==> config.mk <==
export PLATFORM = sky130hd
export DESIGN_NAME = rsa_modexp_ctrl
export DESIGN_NICKNAME = d
export VERILOG_FILES = /design/src/rtl/rsa_modexp_ctrl.sv
export SDC_FILE = /design/constraint.sdc
export NUM_CORES = 1
export LEC_CHECK = 0
export ABC_AREA = 1
export BUFFER_PORTS_ARGS = -buffer_cell sky130_fd_sc_hd__clkbuf_2
export CORE_ASPECT_RATIO = 1.1
export CORE_UTILIZATION = 40
export CTS_BUF_LIST = sky130_fd_sc_hd__clkbuf_4
export DETAILED_ROUTE_END_ITERATION = 10
export PLACE_DENSITY = 0.63
export RECOVER_POWER = 25
export SLEW_MARGIN = 20
export SYNTH_ARGS = -nofsm -noshare
export SYNTH_HDL_FRONTEND = slang
export SYNTH_SLANG_ARGS = --single-unit
==> constraint.sdc <==
create_clock -name clk -period 193.2 [get_ports clk]
set_input_delay 19.32 -clock clk [delete_from_list [all_inputs] [get_ports clk]]
set_output_delay 19.32 -clock clk [all_outputs]
set_load 0.02 [all_outputs]
==> src/rtl/rsa_modexp_ctrl.sv <==
// Round-robin scheduler and right-to-left square-and-multiply sequencer that
// computes c^d mod n for two clients on one shared external modular multiplier.
module rsa_modexp_ctrl #(
  parameter int CW = 33,
  parameter int EW = 5,
  parameter int NW = 8
) (
  input  logic              clk,
  input  logic              rst,
  input  logic [1:0]        req_valid,
  output logic [1:0]        req_ready,
  input  logic [2*CW-1:0]   req_base,
  input  logic [2*EW-1:0]   req_exp,
  input  logic [2*NW-1:0]   req_mod,
  output logic              rsp_valid,
  input  logic              rsp_ready,
  output logic              rsp_id,
  output logic [NW-1:0]     rsp_data,
  output logic              rsp_err,
  output logic              mm_req,
  output logic [NW-1:0]     mm_a,
  output logic [NW-1:0]     mm_b,
  output logic [NW-1:0]     mm_n,
  input  logic              mm_ack,
  input  logic [NW-1:0]     mm_p
);

  typedef enum logic [2:0] {
    S_IDLE,
    S_LOAD,
    S_MUL,
    S_SQR,
    S_RESP
  } state_t;

  state_t          state;
  state_t          state_nxt;

  logic            any_req;
  logic            gnt_id;
  logic            last_gnt;
  logic            gid;
  logic [CW-1:0]   base_in_r;
  logic [NW-1:0]   base_r;
  logic [NW-1:0]   res_r;
  logic [NW-1:0]   n_r;
  logic [EW-1:0]   exp_r;
  logic            err_r;

  // Wide base reduced once up front so every multiplier operand fits NW bits.
  function automatic logic [NW-1:0] reduce_base(input logic [CW-1:0] b,
                                                input logic [NW-1:0] n);
    logic [CW-1:0] q;
    q = '0;
    if (n != '0) q = b % CW'(n);
    return q[NW-1:0];
  endfunction

  // Accumulator seed: 1 mod n, forced to 0 for n==1 and for the n==0 error.
  function automatic logic [NW-1:0] seed_res(input logic [NW-1:0] n);
    return (n <= NW'(1)) ? '0 : NW'(1);
  endfunction

  assign any_req = |req_valid;
  assign gnt_id  = (&req_valid) ? ~last_gnt : req_valid[1];

  always_ff @(posedge clk) begin
    if (!rst) begin
      state    <= S_IDLE;
      last_gnt <= 1'b1;
    end else begin
      state <= state_nxt;
      if (state == S_RESP && rsp_ready) last_gnt <= gid;
    end
  end

  always_comb begin
    state_nxt = state;
    req_ready = 2'b00;
    rsp_valid = 1'b0;
    rsp_id    = 1'b0;
    rsp_data  = '0;
    rsp_err   = 1'b0;
    mm_req    = 1'b0;
    mm_a      = '0;
    mm_b      = '0;
    mm_n      = '0;
    case (state)
      S_IDLE: begin
        if (rst && any_req) begin
          req_ready = gnt_id ? 2'b10 : 2'b01;
          state_nxt = S_LOAD;
        end
      end
      S_LOAD: begin
        if (n_r == '0 || exp_r == '0) state_nxt = S_RESP;
        else if (exp_r[0])            state_nxt = S_MUL;
        else                          state_nxt = S_SQR;
      end
      S_MUL: begin
        mm_req = 1'b1;
        mm_a   = res_r;
        mm_b   = base_r;
        mm_n   = n_r;
        if (mm_ack) state_nxt = (exp_r[EW-1:1] == '0) ? S_RESP : S_SQR;
      end
      S_SQR: begin
        mm_req = 1'b1;
        mm_a   = base_r;
        mm_b   = base_r;
        mm_n   = n_r;
        // exp_r[1] is bit 0 of the exponent after this square's shift.
        if (mm_ack) state_nxt = exp_r[1] ? S_MUL : S_SQR;
      end
      S_RESP: begin
        rsp_valid = 1'b1;
        rsp_id    = gid;
        rsp_data  = res_r;
        rsp_err   = err_r;
        if (rsp_ready) state_nxt = S_IDLE;
      end
      default: state_nxt = S_IDLE;
    endcase
  end

  // Job datapath: outputs are gated by state, so these need no reset.
  always_ff @(posedge clk) begin
    case (state)
      S_IDLE: begin
        if (any_req) begin
          gid       <= gnt_id;
          base_in_r <= gnt_id ? req_base[CW +: CW] : req_base[0 +: CW];
          exp_r     <= gnt_id ? req_exp[EW +: EW]  : req_exp[0 +: EW];
          n_r       <= gnt_id ? req_mod[NW +: NW]  : req_mod[0 +: NW];
        end
      end
      S_LOAD: begin
        base_r <= reduce_base(base_in_r, n_r);
        res_r  <= seed_res(n_r);
        err_r  <= (n_r == '0);
      end
      S_MUL: begin
        if (mm_ack) res_r <= mm_p;
      end
      S_SQR: begin
        if (mm_ack) begin
          base_r <= mm_p;
          exp_r  <= exp_r >> 1;
        end
      end
      default: ;
    endcase
  end

endmodule

**Word level (Yosys, flattened, before mapping)**

Cells that the tools add are included.

- Bits in writable memories: 0
- ROM bits: 0
- Word-level logic and storage cells: 72
- Memories kept: 0
- Latch bits: 0
- Input bits: 106
- Flip-flop bits (word level): 68

- $mul: 0
- Shift operators: 0
- Bitwise logic cells: 1
- Muxes and demuxes: 32
- Order comparisons: 1
- $add $sub $neg: 0
- Div/mod/pow operators: 1
- Equal/unequal tests: 9
- Reduce and logical (&&, ||, !) cells: 19

Operator list:

| kind | number |
|---|---|
| $mux 8 | 6 |
| $pmux 8 s2 | 3 |
| $mod 33x8->33 | 1 |
| $mux 33 | 1 |
| $mux 3 | 6 |
| $mux 5 | 3 |
| $pmux 3 s5 | 1 |
| $ne 2x2->1 const B | 5 |
| $pmux 5 s2 | 1 |
| $le 8x1->1 const B | 1 |
| $logic_not 8->1 | 1 |
| $mux 1 | 8 |
| $reduce_and 2->1 | 4 |
| $reduce_bool 8->1 | 1 |
| $eq 3x2->1 const B | 2 |
| $mux 2 | 3 |
| $reduce_bool 2->1 | 3 |
| $logic_not 5->1 | 1 |
| $logic_not 4->1 | 1 |
| $reduce_and 4->1 | 1 |
| $reduce_or 2->1 | 2 |
| $eq 3x1->1 const B | 1 |
| $eq 3x3->1 const B | 1 |
| $logic_not 3->1 | 1 |
| 4 further kinds | 5 |

**Depth between registers and ports, before layout**

Gate-level depths: netlist of the first run.

- Depth in word-level cells: 5
- Depth in mapped cells: 482
- Mapped depth without buffers: 448

**Worst setup path before layout of the first run**

Ideal clock, no wire load.

- Path type: register to register
- Start: register n_r[2]
- End: register base_r[3], data pin
- Period minus slack after synthesis: 63.186 ns
- Arrival: 62.932 ns
- Required time: 192.946 ns
- Cell stages (with the launch flop): 467
- Setup slack: 130.014 ns
- Path buffers: 35
- Cells stage by stage: edfxtp_1 inv_1 nand2_1 nor2_2 nand3_1 and2_1 ha_1 inv_1 o21bai_1 nand3_1 and2_2 ha_1 inv_1 o21bai_1 nand2_1 nand2_1 nand3_1 and2_2 [431 not listed] buf_4 buf_6 nand2_1 o21ai_2 ha_1 a21oi_1 and2_1 o21ai_0 a21oi_1 o21ai_0 a21oi_1 nand3_2 nor2_2 nand3_2 nor2_8 nand4_1 nand3_1 nand2_1

- Word-level cells in the longest chain between the ends: 3

RTL lines:

| item | RTL line | RTL |
|---|---|---|
| start: declaration | 46 | `logic [NW-1:0] n_r;` |
| start signal: assignment | 134 | `n_r <= gnt_id ? req_mod[NW +: NW] : req_mod[0 +: NW];` |
| $mod 33x8->33 or $reduce_bool 8->1 (tied branches) | 55 | `if (n != '0) q = b % CW'(n);` |
| $mux 8 (*) | 55 |  |
| $pmux 8 s2 (*) | 128 | `case (state)` |
| end signal: assignment | 138 | `base_r <= reduce_base(base_in_r, n_r);` |
| end signal: assignment | 147 | `base_r <= mm_p;` |
| end: declaration | 44 | `logic [NW-1:0] base_r;` |

Every way passes the cells marked *; elsewhere a longest branch is shown, timed or not.
A chain may end at the register's enable or synchronous reset.

**Worst setup path in the final report of the first run**

- Start: register n_r[4]
- End: register base_r[7], data pin

The elaborated chain is that of the path after synthesis.

==> results of run 1 <==
[synth_stat cells (all sizes together) (2+ instances only)]
library cell,n
o211ai,4
a21bo,2
or2,33
nand4,152
a21oi,174
nor2,584
a31oi,8
o21a,4
o22ai,10
dfxtp,4
nor3,33
inv,652
a221oi,2
xnor2,75
ha,237
nand3,521
a21o,16
nand2,1507
nor4,5
xor2,136
o31ai,10
nand3b,49
o21ai,298
clkinv,44
o2111ai,8
and2,7
bufinv,3
o221ai,3
clkbuf,44
edfxtp,64
a21boi,2
o311ai,2
buf,56
o21bai,20
[how the worst max path moves through the flow]
stage                          endpoint  slack [ps]  depth (start not counted)
floorplan           base_r[3]$_DFFE_PP_      130010                        466
global placement    base_r[7]$_DFFE_PP_      122880                        418
detailed placement  base_r[7]$_DFFE_PP_      120740                        426
CTS                 base_r[7]$_DFFE_PP_      120480                        426
global route        base_r[3]$_DFFE_PP_      110370                        425
finish              base_r[7]$_DFFE_PP_      119100                        417
[routing by layer]
metal	vias to the layer above	global-route usage, %
met5	-	0
met4	0	5.19
met3	95	0.859
met2	566	39.5
met1	13200	28.9
li1	15700	-
[kinds of logic after synthesis]
| kind of cell | after synthesis | share of synthesized area (%) |
|---|---|---|
| xor gates and xnor gates | 211 | 6.31 |
| muxes | 1 | 0.0342 |
| and+or+nand+nor | 2896 | 53.0 |
| buffers and inverters | 800 | 12.2 |
| AOI/OAI and AO/OA | 566 | 11.4 |
| adders and majority gates | 238 | 10.2 |
| DFF | 68 | 6.84 |
[cell usage in the layout, fill, tap and decap left out, types with 9 or more instances in the layout]
| cell | synthesis | routed |
|---|---|---|
| a21o_1 | 11 | 11 |
| a21oi_1 | 166 | 166 |
| buf_4 | 6 | 9 |
| clkbuf_1 | 42 | 15 |
| clkbuf_2 | 0 | 131 |
| clkbuf_4 | 1 | 9 |
| clkinv_1 | 30 | 31 |
| clkinv_2 | 11 | 12 |
| edfxtp_1 | 64 | 64 |
| ha_1 | 237 | 237 |
| inv_1 | 581 | 576 |
| inv_2 | 66 | 70 |
| nand2_1 | 1283 | 1282 |
| nand2_2 | 169 | 170 |
| nand2_4 | 53 | 53 |
| nand3_1 | 339 | 339 |
| nand3_2 | 138 | 138 |
| nand3_4 | 44 | 44 |
| nand3b_1 | 45 | 45 |
| nand4_1 | 143 | 143 |
| nor2_1 | 396 | 396 |
| nor2_2 | 105 | 105 |
| nor2_4 | 66 | 66 |
| nor2_8 | 17 | 17 |
| nor3_1 | 31 | 31 |
| o21ai_0 | 217 | 217 |
| o21ai_1 | 41 | 41 |
| o21ai_2 | 38 | 38 |
| o21bai_1 | 19 | 19 |
| o22ai_1 | 10 | 10 |
| o31ai_1 | 10 | 10 |
| or2_2 | 24 | 24 |
| xnor2_1 | 75 | 75 |
| xor2_1 | 136 | 136 |
[sequential cells by signal, indices dropped and copies added (netlist names)]
| name | flops |
|---|---|
| n_r | 8 |
| state | 3 |
| res_r | 8 |
| base_r | 8 |
| err_r | 1 |
| last_gnt | 1 |
| exp_r | 5 |
| base_in_r | 33 |
| gid | 1 |
[tightest hold or removal path, delay by kind of cell, from the launching register on]
family	cells	cell delay (ps)
AO/OA/AOI/OAI	1	70
AND/OR/NAND/NOR	1	80
flip-flops	1	340
[final cells by class]
type	count	area, um^2	share of cell area, %
multi-input combinational	3912	23700	77.6
inverter	700	2720	8.89
sequential	68	2000	6.56
tap	945	1180	3.87
timing repair buffer	155	779	2.55
clock inverter	7	100	0.328
clock buffer	9	67.6	0.221
antenna	2	5.00	0.0164
[stage by stage]
stage               instances  utilization (%)  worst slack, ps  hold WS (ps)  cell area, um^2
finish                   5798             42.4           119100           529            30500
global route             5798             42.4           110370           571            30500
CTS                      5796             42.4           120480           529            30600
detailed placement       5780             42.2           120740           489            30400
global placement         5780             42.2           122880           477            30400
floorplan                4780                -           130010           454            29300
==> qor.txt, run 1 <==
minimum clock period - 74,100 ps
total wirelength of the detailed-routed design - 83.1 mm
setup repair after global routing missed its margin - false
initial drt markers - 1,582
number of max-cap violations - 4
length of routed met2 wiring - 40.0 mm
post-synth design cell area - 29,300 um^2
slowest stage delay, CP - 1940 ps
final worst path period share - 38.4%
die width - 260 um
Met1 Routed Length - 39.0 mm
maximum number of pins on one net before global-route repair - 49
final setup violating endpoints - 0
standard-cell row count - 103
vias in the first global route - 28,000
number of top-level pins - 144
fraction of final layout cells with drive strength greater than 1 - 19.5%
gr ovfl total - 0
nature of the critical path startpoint - flop
result of the run - complete, but fails checks
initial antenna violation count - 2
Die ar. - 74,200 um^2
gate count of the mapped netlist - 4,780
vertical die dimension - 286 um
Vias - 29,600
area added between synthesis and finish - 4.36%
count of nets after finishing - 5,190
arrival time worst endpoint - 74,470 ps
later-pin clock latency in the skew report - 510 ps
crit-path max FO - 33
detailed-router iteration count before antenna repair - 7
Ys Warns - 0
post-synthesis sequential area ratio - 6.84%
worst rel slew slack - -82.7%
fillcell total - 7,734
peak clock frequency supported by timing - 0.0135 GHz
quantity of hold-fixing buffers added after cts - 0
gate family responsible for the most delay along the worst path - simple AND/OR/NAND/NOR gates
cell at the root of the clock tree - clkbuf_4
IO buf count - 143
Worst Reg-to-Reg Cells - 417
clock buffers created by TritonCTS - 9
initial standard-cell utilization of the core - 40.6%
Primary FF master, synth - edfxtp_1
Longest Clk Path Bufs - 2
Hold EP - last_gnt$_SDFFE_PN1P_
leading post-synthesis cells by cell area - nand2_1 (16%), ha_1 (10%), inv_1 (7.5%)
antenna-violating nets left - 0
worst slew pin tran - 2740 ps
number of different library cells in the post-synthesis netlist - 83
Top Layer Used - met4
critical path's slowest cell - clkbuf_1
most used cell along the critical path - nand2_1
post-synthesis net count - 5,124
Critical Path Source - n_r[4]$_DFFE_PP_
via count normalized by instance count - 5.11
origin of the worst min-delay path - last_gnt$_SDFFE_PN1P_
start-to-end type of the worst setup path - flop to flop
post-CTS setup buffer count - 0
final-report max-slew violation count - 129
FFs w/ async S/R, synth - 0%
cell type with the highest aggregate area in the netlist - nand2_1
first-pass GRT wire length - 137 mm
mean instance size in the synthesized netlist - 6.12 um^2
minimum setup slack among reg-to-reg paths - 119,100 ps
Reg-to-Reg End - base_r[7]$_DFFE_PP_
portion of synthesized cell area occupied by the leading cell type - 16.5%
failing checks - max-capacitance violations, max-slew violations
flip-flop and latch count after synthesis - 68
category of the worst setup path capture point - flop
number of enable flip-flop cells after synthesis - 64
DRC violation count after routing - 0
post-cts sizing count - 0
overall track demand over capacity in global routing - 22.1%
cell count of the worst hold path - 2
worst-case clock skew - 33.2 ps
clock tree from TritonCTS - done
clock transition at the registers of the reported paths - 130 ps
startpoint of the most critical register-to-register path - n_r[4]$_DFFE_PP_
endpoints failing hold - 0
Worst Path Required - 193,560 ps
average routed wire per standard cell - 14.3 um
final total negative setup slack - 0 ps
post-detail-place hpwl - 69.2 mm
Routed met3 length - 2.36 mm
core footprint - 72,000 um^2
count of buffering cells on the critical path with inverters included - 65
Final Wtd Congestion - 0.942
TritonCTS Sinks - 68
number of H-tree levels - 3
Tightest Hold Check Type - flop to flop
Power of run 1 is not shown: default switching activity piles up to over one toggle a cycle in this logic, so the estimate is an artifact.
==> run 2: changes to the inputs <==
Settings changed: ABC_AREA 1 to 0, PLACE_DENSITY 0.63 to 0.66.
Clock period 193.2 ns to 61.1 ns, I/O delays scaled along.
==> qor.txt, run 2 <==
DRC violation count after routing - 0
Die ar. - 57,600 um^2
count of nets after finishing - 4,902
standard-cell row count - 91
most used cell along the critical path - o21a_1
mean instance size in the synthesized netlist - 7.41 um^2
maximum number of pins on one net before global-route repair - 50
Reg-to-Reg End - base_r[3]$_DFFE_PP_
critical path's slowest cell - or4_4
post-synthesis net count - 3,403
area added between synthesis and finish - 61.9%
number of different library cells in the post-synthesis netlist - 131
Ys Warns - 0
most frequent standard cell in the layout excluding fill and tap cells - buf_4
category of the worst setup path capture point - flop
minimum setup slack among reg-to-reg paths - -11,810 ps
clock tree from TritonCTS - done
post-detail-place hpwl - 71.6 mm
fin worst setup slack - -11,810 ps
start-to-end type of the worst setup path - flop to flop
detailed-router iteration count before antenna repair - 6
peak clock frequency supported by timing - 0.0137 GHz
number of enable flip-flop cells after synthesis - 64
Final Wtd Congestion - 0.964
Worst Path Required - 61,340 ps
Tightest Hold Check Type - flop to flop
Cells after DPL - 5,141
post-synthesis sequential area ratio - 8.83%
final setup violating endpoints - 8
clock transition at the registers of the reported paths - 140 ps
largest register by flop count - base_in_r
core footprint - 56,000 um^2
initial standard-cell utilization of the core - 40.5%
cell type with the highest aggregate area in the netlist - ha_1
cell at the root of the clock tree - clkbuf_4
Primary FF master, synth - edfxtp_1
post-synth design cell area - 22,700 um^2
arrival time worst endpoint - 73,150 ps
Worst Reg-to-Reg Cells - 395
cell count of the worst hold path - 2
final std cells w/o fill - 5,309
portion of synthesized cell area occupied by the leading cell type - 13.1%
initial antenna violation count - 2
commonest cells after routing, fill and taps aside - buf_4 (1,422), nor2_1 (270), nand2_1 (238), ha_1 (214), nor3_1 (190)
Vias - 30,600
vertical die dimension - 252 um
average routed wire per standard cell - 17.4 um
initial drt markers - 2,032
minimum clock period - 72,910 ps
slowest stage delay, CP - 590 ps
gate family responsible for the most delay along the worst path - compound AO/OA/AOI/OAI gates
worst slew pin tran - 890 ps
first-pass GRT wire length - 143 mm
final worst path period share - 119%
via count normalized by instance count - 5.76
most used standard cell by instance count after synthesis - nor2_1
number of max-cap violations - 0
overall track demand over capacity in global routing - 29.5%
Largest register FFs - 33
later-pin clock latency in the skew report - 480 ps
total wirelength of the detailed-routed design - 92.2 mm
post-route cell area - 36,700 um^2
startpoint of the most critical register-to-register path - n_r[4]$_DFFE_PP_
TritonCTS Sinks - 68
antenna-violating nets left - 0
origin of the worst min-delay path - gid$_DFFE_PP_
setup repair after global routing missed its margin - true
endpoints failing hold - 0
Longest Clk Path Bufs - 2
number of top-level pins - 144
FFs w/ async S/R, synth - 0%
die width - 229 um
final-report max-slew violation count - 0
fillcell total - 4,576
failing checks - negative setup slack
quantity of hold-fixing buffers added after cts - 0
vias in the first global route - 29,700
number of H-tree levels - 3
IO buf count - 143
leading post-synthesis cells by cell area - ha_1 (13%), edfxtp_1 (8.5%), o21a_1 (5.7%)
clock buffers created by TritonCTS - 9
nature of the critical path startpoint - flop
Hold EP - last_gnt$_SDFFE_PN1P_
worst-case clock skew - 16.3 ps
post-placement cell area - 34,500 um^2
worst rel slew slack - 40.1%
gr ovfl total - 0
count of buffering cells on the critical path with inverters included - 16
final cell utilization of the core - 65.5%
gate count of the mapped netlist - 3,059
crit-path max FO - 9
Placement Setup Slack - -11,330 ps
result of the run - complete, but fails checks
most numerous cell types in the synthesized netlist - nor2_1 (311), nand2_1 (252), ha_1 (237)
flip-flop and latch count after synthesis - 68
fraction of final layout cells with drive strength greater than 1 - 45.4%
-- run 2: cell count changes in the layout (fill, tap and decap cells not counted), sizes merged, moves of 169 or more --
| cell | change |
|---|---|
| nor3 | +172 |
| nor2 | -272 |
| inv | -571 |
| nand2 | -1254 |
| o21a | +169 |
| buf | +1428 |
| nand3 | -446 |
-- run 2: per-stage QoR --
| step | hold slack [ps] | setup TNS (ps) |
|---|---|---|
| global placement | 486 | -71980 |
| detailed placement | 499 | -90290 |
| global route | 578 | -125260 |
| floorplan | 437 | -115310 |
| CTS | 532 | -82590 |
| finish | 531 | -94170 |
-- run 2: worst max path at each step --
stage                     start             endpoint  slack [ps]  cells after the start
3_5_place_dp   n_r[4]$_DFFE_PP_  base_r[7]$_DFFE_PP_      -11330                    387
4_1_cts        n_r[6]$_DFFE_PP_  base_r[3]$_DFFE_PP_      -10370                    397
6_report       n_r[4]$_DFFE_PP_  base_r[3]$_DFFE_PP_      -11810                    395
5_1_grt        n_r[4]$_DFFE_PP_  base_r[3]$_DFFE_PP_      -15690                    398
2_1_floorplan  n_r[0]$_DFFE_PP_  base_r[3]$_DFFE_PP_      -14500                    421
3_3_place_gp   n_r[4]$_DFFE_PP_  base_r[3]$_DFFE_PP_       -9060                    384
-- run 2: timing repair --
item,CTS,global route
buffers inserted,39,110
setup endpoints to repair,8,8
gates cloned,0,1
gates resized for setup,44,118
pin swaps,45,131
-- run 2: logic make-up after synthesis --
logic type | count (synthesis) | synth area share, %
compound gates | 996 | 31.9
xor+xnor | 163 | 6.43
fa+ha+maj | 238 | 13.2
buf+inv | 174 | 3.05
flops | 68 | 8.83
mux | 158 | 7.60
simple gates | 1262 | 29.1
-- run 2: area by class of cell --
cell class	instances	area, um^2	share of cell area, %
multi-input cells	2818	21700	59.2
repair buffers	1580	11600	31.5
flip-flops and latches	68	2000	5.45
well taps	744	931	2.54
inverters	81	308	0.839
clock inverters	7	82.6	0.225
clock buffers	9	67.6	0.184
diodes	2	5.00	0.0136
-- run 2: tightest hold or removal path, cell delays in order, from the launching register on --
cell	delay [ps]
edfxtp_1	370
nand3_1	70
nand3_1	80
-- run 2: metal layers --
metal | up-vias | share of wire, % | GRT usage, %
li1 | 14800 | - | -
met1 | 14400 | 41 | 34.7
met2 | 1056 | 49 | 54.1
met3 | 348 | 4.6 | 2.42
met4 | 0 | 4.8 | 12.9
met5 | - | 0 | 0
Power of run 2 is left out for the same reason.
